**config.mk**
```make
export PLATFORM = sky130hd
export DESIGN_NAME = aes_key_expander
export DESIGN_NICKNAME = d
export VERILOG_FILES = /design/src/rtl/aes_key_expander.sv
export SDC_FILE = /design/constraint.sdc
export NUM_CORES = 2
export LEC_CHECK = 0
export ABC_AREA = 1
export CAP_MARGIN = 15
export CORE_ASPECT_RATIO = 2
export CORE_MARGIN = 3
export CORE_UTILIZATION = 35
export DETAILED_ROUTE_END_ITERATION = 7
export HOLD_SLACK_MARGIN = 0.1
export PLACE_DENSITY_LB_ADDON = 0.12
export SYNTH_ARGS = -nofsm -noshare
export SYNTH_HDL_FRONTEND = slang
export SYNTH_SLANG_ARGS = --single-unit
```
**constraint.sdc**
```tcl
create_clock -name clk -period 15 [get_ports clk]
set_input_delay 3 -clock clk [delete_from_list [all_inputs] [get_ports clk]]
set_output_delay 3 -clock clk [all_outputs]
set_load 0.01 [all_outputs]
```
**src/rtl/aes_key_expander.sv**
```systemverilog
// AES key schedule generator: streams round keys 0..Nr for 128/192/256-bit keys,
// one expanded word per cycle, with a valid/ready round-key output register.

module aes_sbox (
  input  logic [7:0] din_i,
  output logic [7:0] dout_o
);
  localparam logic [7:0] SBOX [256] = '{
    8'h63, 8'h7c, 8'h77, 8'h7b, 8'hf2, 8'h6b, 8'h6f, 8'hc5, 8'h30, 8'h01, 8'h67, 8'h2b, 8'hfe, 8'hd7, 8'hab, 8'h76,
    8'hca, 8'h82, 8'hc9, 8'h7d, 8'hfa, 8'h59, 8'h47, 8'hf0, 8'had, 8'hd4, 8'ha2, 8'haf, 8'h9c, 8'ha4, 8'h72, 8'hc0,
    8'hb7, 8'hfd, 8'h93, 8'h26, 8'h36, 8'h3f, 8'hf7, 8'hcc, 8'h34, 8'ha5, 8'he5, 8'hf1, 8'h71, 8'hd8, 8'h31, 8'h15,
    8'h04, 8'hc7, 8'h23, 8'hc3, 8'h18, 8'h96, 8'h05, 8'h9a, 8'h07, 8'h12, 8'h80, 8'he2, 8'heb, 8'h27, 8'hb2, 8'h75,
    8'h09, 8'h83, 8'h2c, 8'h1a, 8'h1b, 8'h6e, 8'h5a, 8'ha0, 8'h52, 8'h3b, 8'hd6, 8'hb3, 8'h29, 8'he3, 8'h2f, 8'h84,
    8'h53, 8'hd1, 8'h00, 8'hed, 8'h20, 8'hfc, 8'hb1, 8'h5b, 8'h6a, 8'hcb, 8'hbe, 8'h39, 8'h4a, 8'h4c, 8'h58, 8'hcf,
    8'hd0, 8'hef, 8'haa, 8'hfb, 8'h43, 8'h4d, 8'h33, 8'h85, 8'h45, 8'hf9, 8'h02, 8'h7f, 8'h50, 8'h3c, 8'h9f, 8'ha8,
    8'h51, 8'ha3, 8'h40, 8'h8f, 8'h92, 8'h9d, 8'h38, 8'hf5, 8'hbc, 8'hb6, 8'hda, 8'h21, 8'h10, 8'hff, 8'hf3, 8'hd2,
    8'hcd, 8'h0c, 8'h13, 8'hec, 8'h5f, 8'h97, 8'h44, 8'h17, 8'hc4, 8'ha7, 8'h7e, 8'h3d, 8'h64, 8'h5d, 8'h19, 8'h73,
    8'h60, 8'h81, 8'h4f, 8'hdc, 8'h22, 8'h2a, 8'h90, 8'h88, 8'h46, 8'hee, 8'hb8, 8'h14, 8'hde, 8'h5e, 8'h0b, 8'hdb,
    8'he0, 8'h32, 8'h3a, 8'h0a, 8'h49, 8'h06, 8'h24, 8'h5c, 8'hc2, 8'hd3, 8'hac, 8'h62, 8'h91, 8'h95, 8'he4, 8'h79,
    8'he7, 8'hc8, 8'h37, 8'h6d, 8'h8d, 8'hd5, 8'h4e, 8'ha9, 8'h6c, 8'h56, 8'hf4, 8'hea, 8'h65, 8'h7a, 8'hae, 8'h08,
    8'hba, 8'h78, 8'h25, 8'h2e, 8'h1c, 8'ha6, 8'hb4, 8'hc6, 8'he8, 8'hdd, 8'h74, 8'h1f, 8'h4b, 8'hbd, 8'h8b, 8'h8a,
    8'h70, 8'h3e, 8'hb5, 8'h66, 8'h48, 8'h03, 8'hf6, 8'h0e, 8'h61, 8'h35, 8'h57, 8'hb9, 8'h86, 8'hc1, 8'h1d, 8'h9e,
    8'he1, 8'hf8, 8'h98, 8'h11, 8'h69, 8'hd9, 8'h8e, 8'h94, 8'h9b, 8'h1e, 8'h87, 8'he9, 8'hce, 8'h55, 8'h28, 8'hdf,
    8'h8c, 8'ha1, 8'h89, 8'h0d, 8'hbf, 8'he6, 8'h42, 8'h68, 8'h41, 8'h99, 8'h2d, 8'h0f, 8'hb0, 8'h54, 8'hbb, 8'h16
  };
  assign dout_o = SBOX[din_i];
endmodule

module aes_key_expander #(
  parameter int MAX_NK = 8
) (
  input  logic                  clk,
  input  logic                  rst,
  input  logic                  start,
  input  logic [1:0]            key_len,
  input  logic [32*MAX_NK-1:0]  key_in,
  output logic                  busy,
  output logic                  rk_valid,
  input  logic                  rk_ready,
  output logic [127:0]          rk_data,
  output logic [3:0]            rk_idx,
  output logic                  rk_last,
  output logic                  err
);
  typedef enum logic [1:0] {IDLE, RUN, DRAIN} state_t;

  localparam logic [3:0] MAX_NK_W = 4'(MAX_NK);

  function automatic logic [7:0] xtime(input logic [7:0] b);
    return {b[6:0], 1'b0} ^ (b[7] ? 8'h1b : 8'h00);
  endfunction

  state_t        state_q, state_d;
  logic          busy_q, busy_d, err_q, err_d;
  logic          rk_valid_q, rk_valid_d, rk_last_q, rk_last_d;
  logic [3:0]    rk_idx_q, rk_idx_d;
  logic [127:0]  rk_data_q, rk_data_d;
  logic [7:0]    rcon_q, rcon_d;
  logic [5:0]    k_q, k_d, last_k_q, last_k_d;
  logic [2:0]    mod_q, mod_d, nkm1_q, nkm1_d;
  logic [255:0]  key_q, key_d, key_pad;
  logic [31:0]   win_q [8];
  logic [31:0]   win_d [8];
  logic [31:0]   asm_q [3];
  logic [31:0]   asm_d [3];

  logic [3:0]    nk_sel;
  logic [2:0]    nkm1_sel;
  logic [5:0]    last_k_sel;
  logic          legal, from_key, complete, stall, produce, accept;
  logic [31:0]   wprev, wnk, sb_in, sb_out, temp, w_new, key_word;

  assign key_pad = 256'(key_in);

  always_comb begin
    nk_sel     = 4'd8;
    nkm1_sel   = 3'd7;
    last_k_sel = 6'd59;
    case (key_len)
      2'd0: begin nk_sel = 4'd4; nkm1_sel = 3'd3; last_k_sel = 6'd43; end
      2'd1: begin nk_sel = 4'd6; nkm1_sel = 3'd5; last_k_sel = 6'd51; end
      default: ;
    endcase
  end

  assign legal = (key_len != 2'd3) && (nk_sel <= MAX_NK_W);

  // win_q[0] is w[k-1]; win_q[Nk-1] is w[k-Nk]
  assign wprev    = win_q[0];
  assign wnk      = win_q[nkm1_q];
  assign sb_in    = (mod_q == 3'd0) ? {wprev[7:0], wprev[31:8]} : wprev;
  assign key_word = key_q[{k_q[2:0], 5'd0} +: 32];
  assign from_key = (k_q <= {3'd0, nkm1_q});

  for (genvar g = 0; g < 4; g++) begin : g_sbox
    aes_sbox u_sbox (.din_i(sb_in[g*8 +: 8]), .dout_o(sb_out[g*8 +: 8]));
  end

  always_comb begin
    if (mod_q == 3'd0)                         temp = sb_out ^ {24'h0, rcon_q};
    else if (nkm1_q == 3'd7 && mod_q == 3'd4)  temp = sb_out;
    else                                       temp = wprev;
  end

  assign w_new    = from_key ? key_word : (wnk ^ temp);
  assign complete = (k_q[1:0] == 2'd3);
  assign accept   = rk_valid_q && rk_ready;
  // A finished round may only land once the output register is free or leaving
  assign stall    = rk_valid_q && !rk_ready && complete;
  assign produce  = (state_q == RUN) && !stall;

  always_comb begin
    state_d    = state_q;
    busy_d     = busy_q;
    err_d      = 1'b0;
    rk_valid_d = rk_valid_q;
    rk_last_d  = rk_last_q;
    rk_idx_d   = rk_idx_q;
    rk_data_d  = rk_data_q;
    rcon_d     = rcon_q;
    k_d        = k_q;
    mod_d      = mod_q;
    nkm1_d     = nkm1_q;
    last_k_d   = last_k_q;
    key_d      = key_q;
    win_d      = win_q;
    asm_d      = asm_q;
    case (state_q)
      IDLE: begin
        if (start) begin
          if (legal) begin
            state_d  = RUN;
            busy_d   = 1'b1;
            key_d    = key_pad;
            nkm1_d   = nkm1_sel;
            last_k_d = last_k_sel;
            k_d      = 6'd0;
            mod_d    = 3'd0;
            rcon_d   = 8'h01;
          end else begin
            err_d = 1'b1;
          end
        end
      end
      RUN: begin
        if (accept) begin
          rk_valid_d = 1'b0;
          rk_last_d  = 1'b0;
        end
        if (produce) begin
          win_d[0] = w_new;
          for (int i = 1; i < 8; i++) win_d[i] = win_q[i-1];
          k_d   = k_q + 6'd1;
          mod_d = (mod_q == nkm1_q) ? 3'd0 : mod_q + 3'd1;
          if (!from_key && mod_q == 3'd0) rcon_d = xtime(rcon_q);
          case (k_q[1:0])
            2'd0: asm_d[0] = w_new;
            2'd1: asm_d[1] = w_new;
            2'd2: asm_d[2] = w_new;
            default: begin
              rk_data_d  = {w_new, asm_q[2], asm_q[1], asm_q[0]};
              rk_idx_d   = k_q[5:2];
              rk_last_d  = (k_q == last_k_q);
              rk_valid_d = 1'b1;
            end
          endcase
          if (k_q == last_k_q) state_d = DRAIN;
        end
      end
      DRAIN: begin
        if (accept) begin
          rk_valid_d = 1'b0;
          rk_last_d  = 1'b0;
          busy_d     = 1'b0;
          state_d    = IDLE;
        end
      end
      default: state_d = IDLE;
    endcase
  end

  always_ff @(posedge clk or posedge rst) begin
    if (rst) begin
      state_q    <= IDLE;
      busy_q     <= 1'b0;
      err_q      <= 1'b0;
      rk_valid_q <= 1'b0;
      rk_last_q  <= 1'b0;
      rk_idx_q   <= 4'd0;
      rk_data_q  <= 128'd0;
      rcon_q     <= 8'h01;
    end else begin
      state_q    <= state_d;
      busy_q     <= busy_d;
      err_q      <= err_d;
      rk_valid_q <= rk_valid_d;
      rk_last_q  <= rk_last_d;
      rk_idx_q   <= rk_idx_d;
      rk_data_q  <= rk_data_d;
      rcon_q     <= rcon_d;
    end
  end

  // Working datapath is reloaded on every accepted start, so it needs no reset
  always_ff @(posedge clk) begin
    k_q      <= k_d;
    mod_q    <= mod_d;
    nkm1_q   <= nkm1_d;
    last_k_q <= last_k_d;
    key_q    <= key_d;
    win_q    <= win_d;
    asm_q    <= asm_d;
  end

  assign busy     = busy_q;
  assign err      = err_q;
  assign rk_valid = rk_valid_q;
  assign rk_last  = rk_last_q;
  assign rk_idx   = rk_idx_q;
  assign rk_data  = rk_data_q;
endmodule

```
==> results_dict.tcl <==
set metrics [dict create \
    status "complete, no violations" \
    grt_overflow 0 \
    numCtsBuffers 66 \
    route.vias.total 36400 \
    synth_area_um2 40100 \
    viasPerCell 5.70 \
    end_kind "flip-flop" \
    yosysWarnings 0 \
    worst-path-max-fanout 99 \
    synth-seq-area-share_pct 55.4 \
    antenna_found_initial 2 \
    drt_iter0_markers 4164 \
    fin_util_pct 41.8 \
    start_util_pct 35.2 \
    die_w_um 245 \
    crit_type "in -> reg" \
    post-synth-top-area-cell "edfxtp_1" \
    cts_tree "built" \
    synthAdderAreaFrac_pct 1.34 \
    dp_hpwl_mm 125 \
    synth_top_family_by_area "simple AND/OR/NAND/NOR gates" \
    drive_above_1_share_pct 5.25 \
    arrival_ns 6.88 \
    fin_nets 5130 \
    cp_common_cell "nand2_1" \
    setup_viol 0 \
    worstHoldStart "win_q[34]$_DFFE_PP_" \
    hold_path_class "reg -> reg" \
    synth_edf_count 619 \
    rsz0062_at_grt "no" \
    synth_compound_area_share_pct 10.0 \
    grt_usage_pct 28.6 \
    route.detailed.drc 0 \
    r2r_start "mod_q[0]$_SDFFCE_PP0P_" \
    ioPinCount 398 \
    postCtsResizedCells 0 \
    required_ns 15.53 \
    cp.buffers_inverters 5 \
    synth-xor-area-share_pct 0.0218 \
    syn_inst 4577 \
    cts_root_buffer "clkbuf_16" \
    skew_ns 0.0318 \
    core_area_um2 114000 \
    multi_input_area_um2 15900 \
    syn_nets 4882 \
    final_common_cell "nand2_1" \
    cts_max_path_buffers 3 \
    drt_pass1_iterations 5 \
    grt_max_degree 164 \
    setup-tns-final_ns 0 \
    syn_to_final_growth_pct 18.5 \
    port_buffers 397 \
    dominantRegCellSynth "edfxtp_1" \
    hold_viol_final 0 \
    grt_pass1_wl_mm 251 \
    grtUsageMet3_pct 6.68 \
    worst_pin_slew_ns 1.18 \
    critPathLaunchType "primary input" \
    seq_area_um2 22200 \
    clk_latency_ns 0.66 \
    synth_area_leaders "edfxtp_1 (46%), nand2_1 (12%), nand3_1 (11%)" \
    cts_sinks 765 \
    async_reset_ff_share_pct 19.1 \
    h-tree-depth 3 \
    ant_nets 0 \
    die_h_um 485 \
    critPathTopFamily "buffers and inverters" \
    cp_slowest_cell "o21ai_1" \
    crit_start "rk_ready" \
    mostFrequentLayoutCells "nand2_1 (1285), nand3_1 (895), edfxtp_1 (619)" \
    path_clk_slew_ns 0.07 \
    cap_violations 0 \
    n_fill_cell 11500 \
    yosys.area_share.simple_pct 27.8 \
    grt_pass1_vias 36200 \
    postPlaceCellArea_um2 45300 \
    postSynthAreaPerCell_um2 8.77 \
    grtUsageMet2_pct 50.1 \
    synth_mux_area_share_pct 0 \
    wl_per_cell_um 27.3 \
    finalCritPeriodShare_pct 42.3 \
    final_cell_area_um2 47600 \
    grtUsageMet1_pct 32.4 \
    crit_chain "clkdlybuf4s50_1, nor2_1, inv_1, o21ai_1, inv_8, nand2_4, inv_4, buf_4, nand2_1, nand2_1" \
    slew_viol_final 0 \
    grt.busiest_layer "met2" \
    wl_mm 174 \
    row_count 175 \
    finalCriticalPeriod_ns 6.35 \
    dieArea_um2 119000 \
    gp_congestion 0.992 \
    max_stage_delay_ns 0.81 \
    yosysTopAreaCellShare_pct 46.3 \
    synth_seq_cells 765 \
    cts_hold_buf 0 \
    slew_headroom_pct 21.0 \
    cts_setup_buffers 0 \
    fmax_mhz 158 \
    synth_cell_types 50 \
]
metal layers:
metal	wire, µm	share of wire, %
met3	13200	7.6
met1	63400	36
met2	86900	50
met5	11	0.0063
met4	10500	6.0
layout make-up:
class,count,area share [%]
antenna,1,0.00526
clock buffer,90,4.01
clock inverter,31,0.644
inverter,226,1.82
multi-input combinational,3303,33.3
sequential,765,46.8
tap,1504,3.96
timing repair buffer,463,9.45
registers in the layout, summed over array words and instances (netlist names):
register and cells:
asm_q 96, busy 1, err 1, k_q 6
key_q 256, last_k_q 2, mod_q 3, rcon_q 8
rk_data 128, rk_idx 4, rk_last 1, rk_valid 1
state_q 2, win_q 224, wprev 32
worst paths after layout:
kind	to	slack [ns]	cells after the start
setup / recovery	rk_data[119]$_DFFE_PP0P_	8.65	10
setup reg to reg	wprev[10]$_DFFE_PP_	9.48	20
hold / removal	win_q[2]$_DFFE_PP_	0.41	0
hold reg to reg	win_q[2]$_DFFE_PP_	0.41	0
max in group asynchronous	rk_data[86]$_DFFE_PP0P_	10.41	4
min in group asynchronous	rk_data[105]$_DFFE_PP0P_	2.81	2
synthesized netlist by cell type (all sizes together) (2+ instances only):
master / count
a211oi: 2
o22ai: 49
o21ai: 307
nand3: 896
o221ai: 33
nand2: 1315
clkbuf: 145
nor4: 3
nor3: 4
ha: 43
dfrtp: 145
nor2: 337
o211ai: 139
buf: 138
nand3b: 23
a21oi: 99
edfxtp: 619
inv: 221
a32oi: 20
o2111ai: 2
clkinv: 5
nand4: 21
through the flow:
stage,hold slack (ns),std cells,setup WS [ns]
after floorplan,0.400,4577,0.196
after detailed placement,0.405,6261,7.94
final,0.408,6383,8.65
after CTS,0.401,6382,8.60
after global placement,0.402,6261,8.01
after global routing,0.424,6383,8.27
cell families (layout without fill, tap and decap cells):
| logic type | count (synthesis) | count (layout) |
|---|---|---|
| AND/OR/NAND/NOR | 2601 | 2601 |
| buffers and inverters | 509 | 810 |
| adder cells (fa/ha/maj) | 43 | 43 |
| XOR/XNOR | 1 | 1 |
| flip-flops | 765 | 765 |
| other | 0 | 1 |
| AO/OA/AOI/OAI | 658 | 658 |
worst reg2reg max path: cells and delay by family (launching register included):
kind	cells	cell delay, ns
flops	1	0.42
buf+inv	4	0.98
fa+ha+maj	1	0.45
simple gates	14	3.10
compound gates	1	0.25
Power is left out: the tool's default activity adds up to more than one toggle a clock period on the data nets, which glitch-free logic cannot reach.
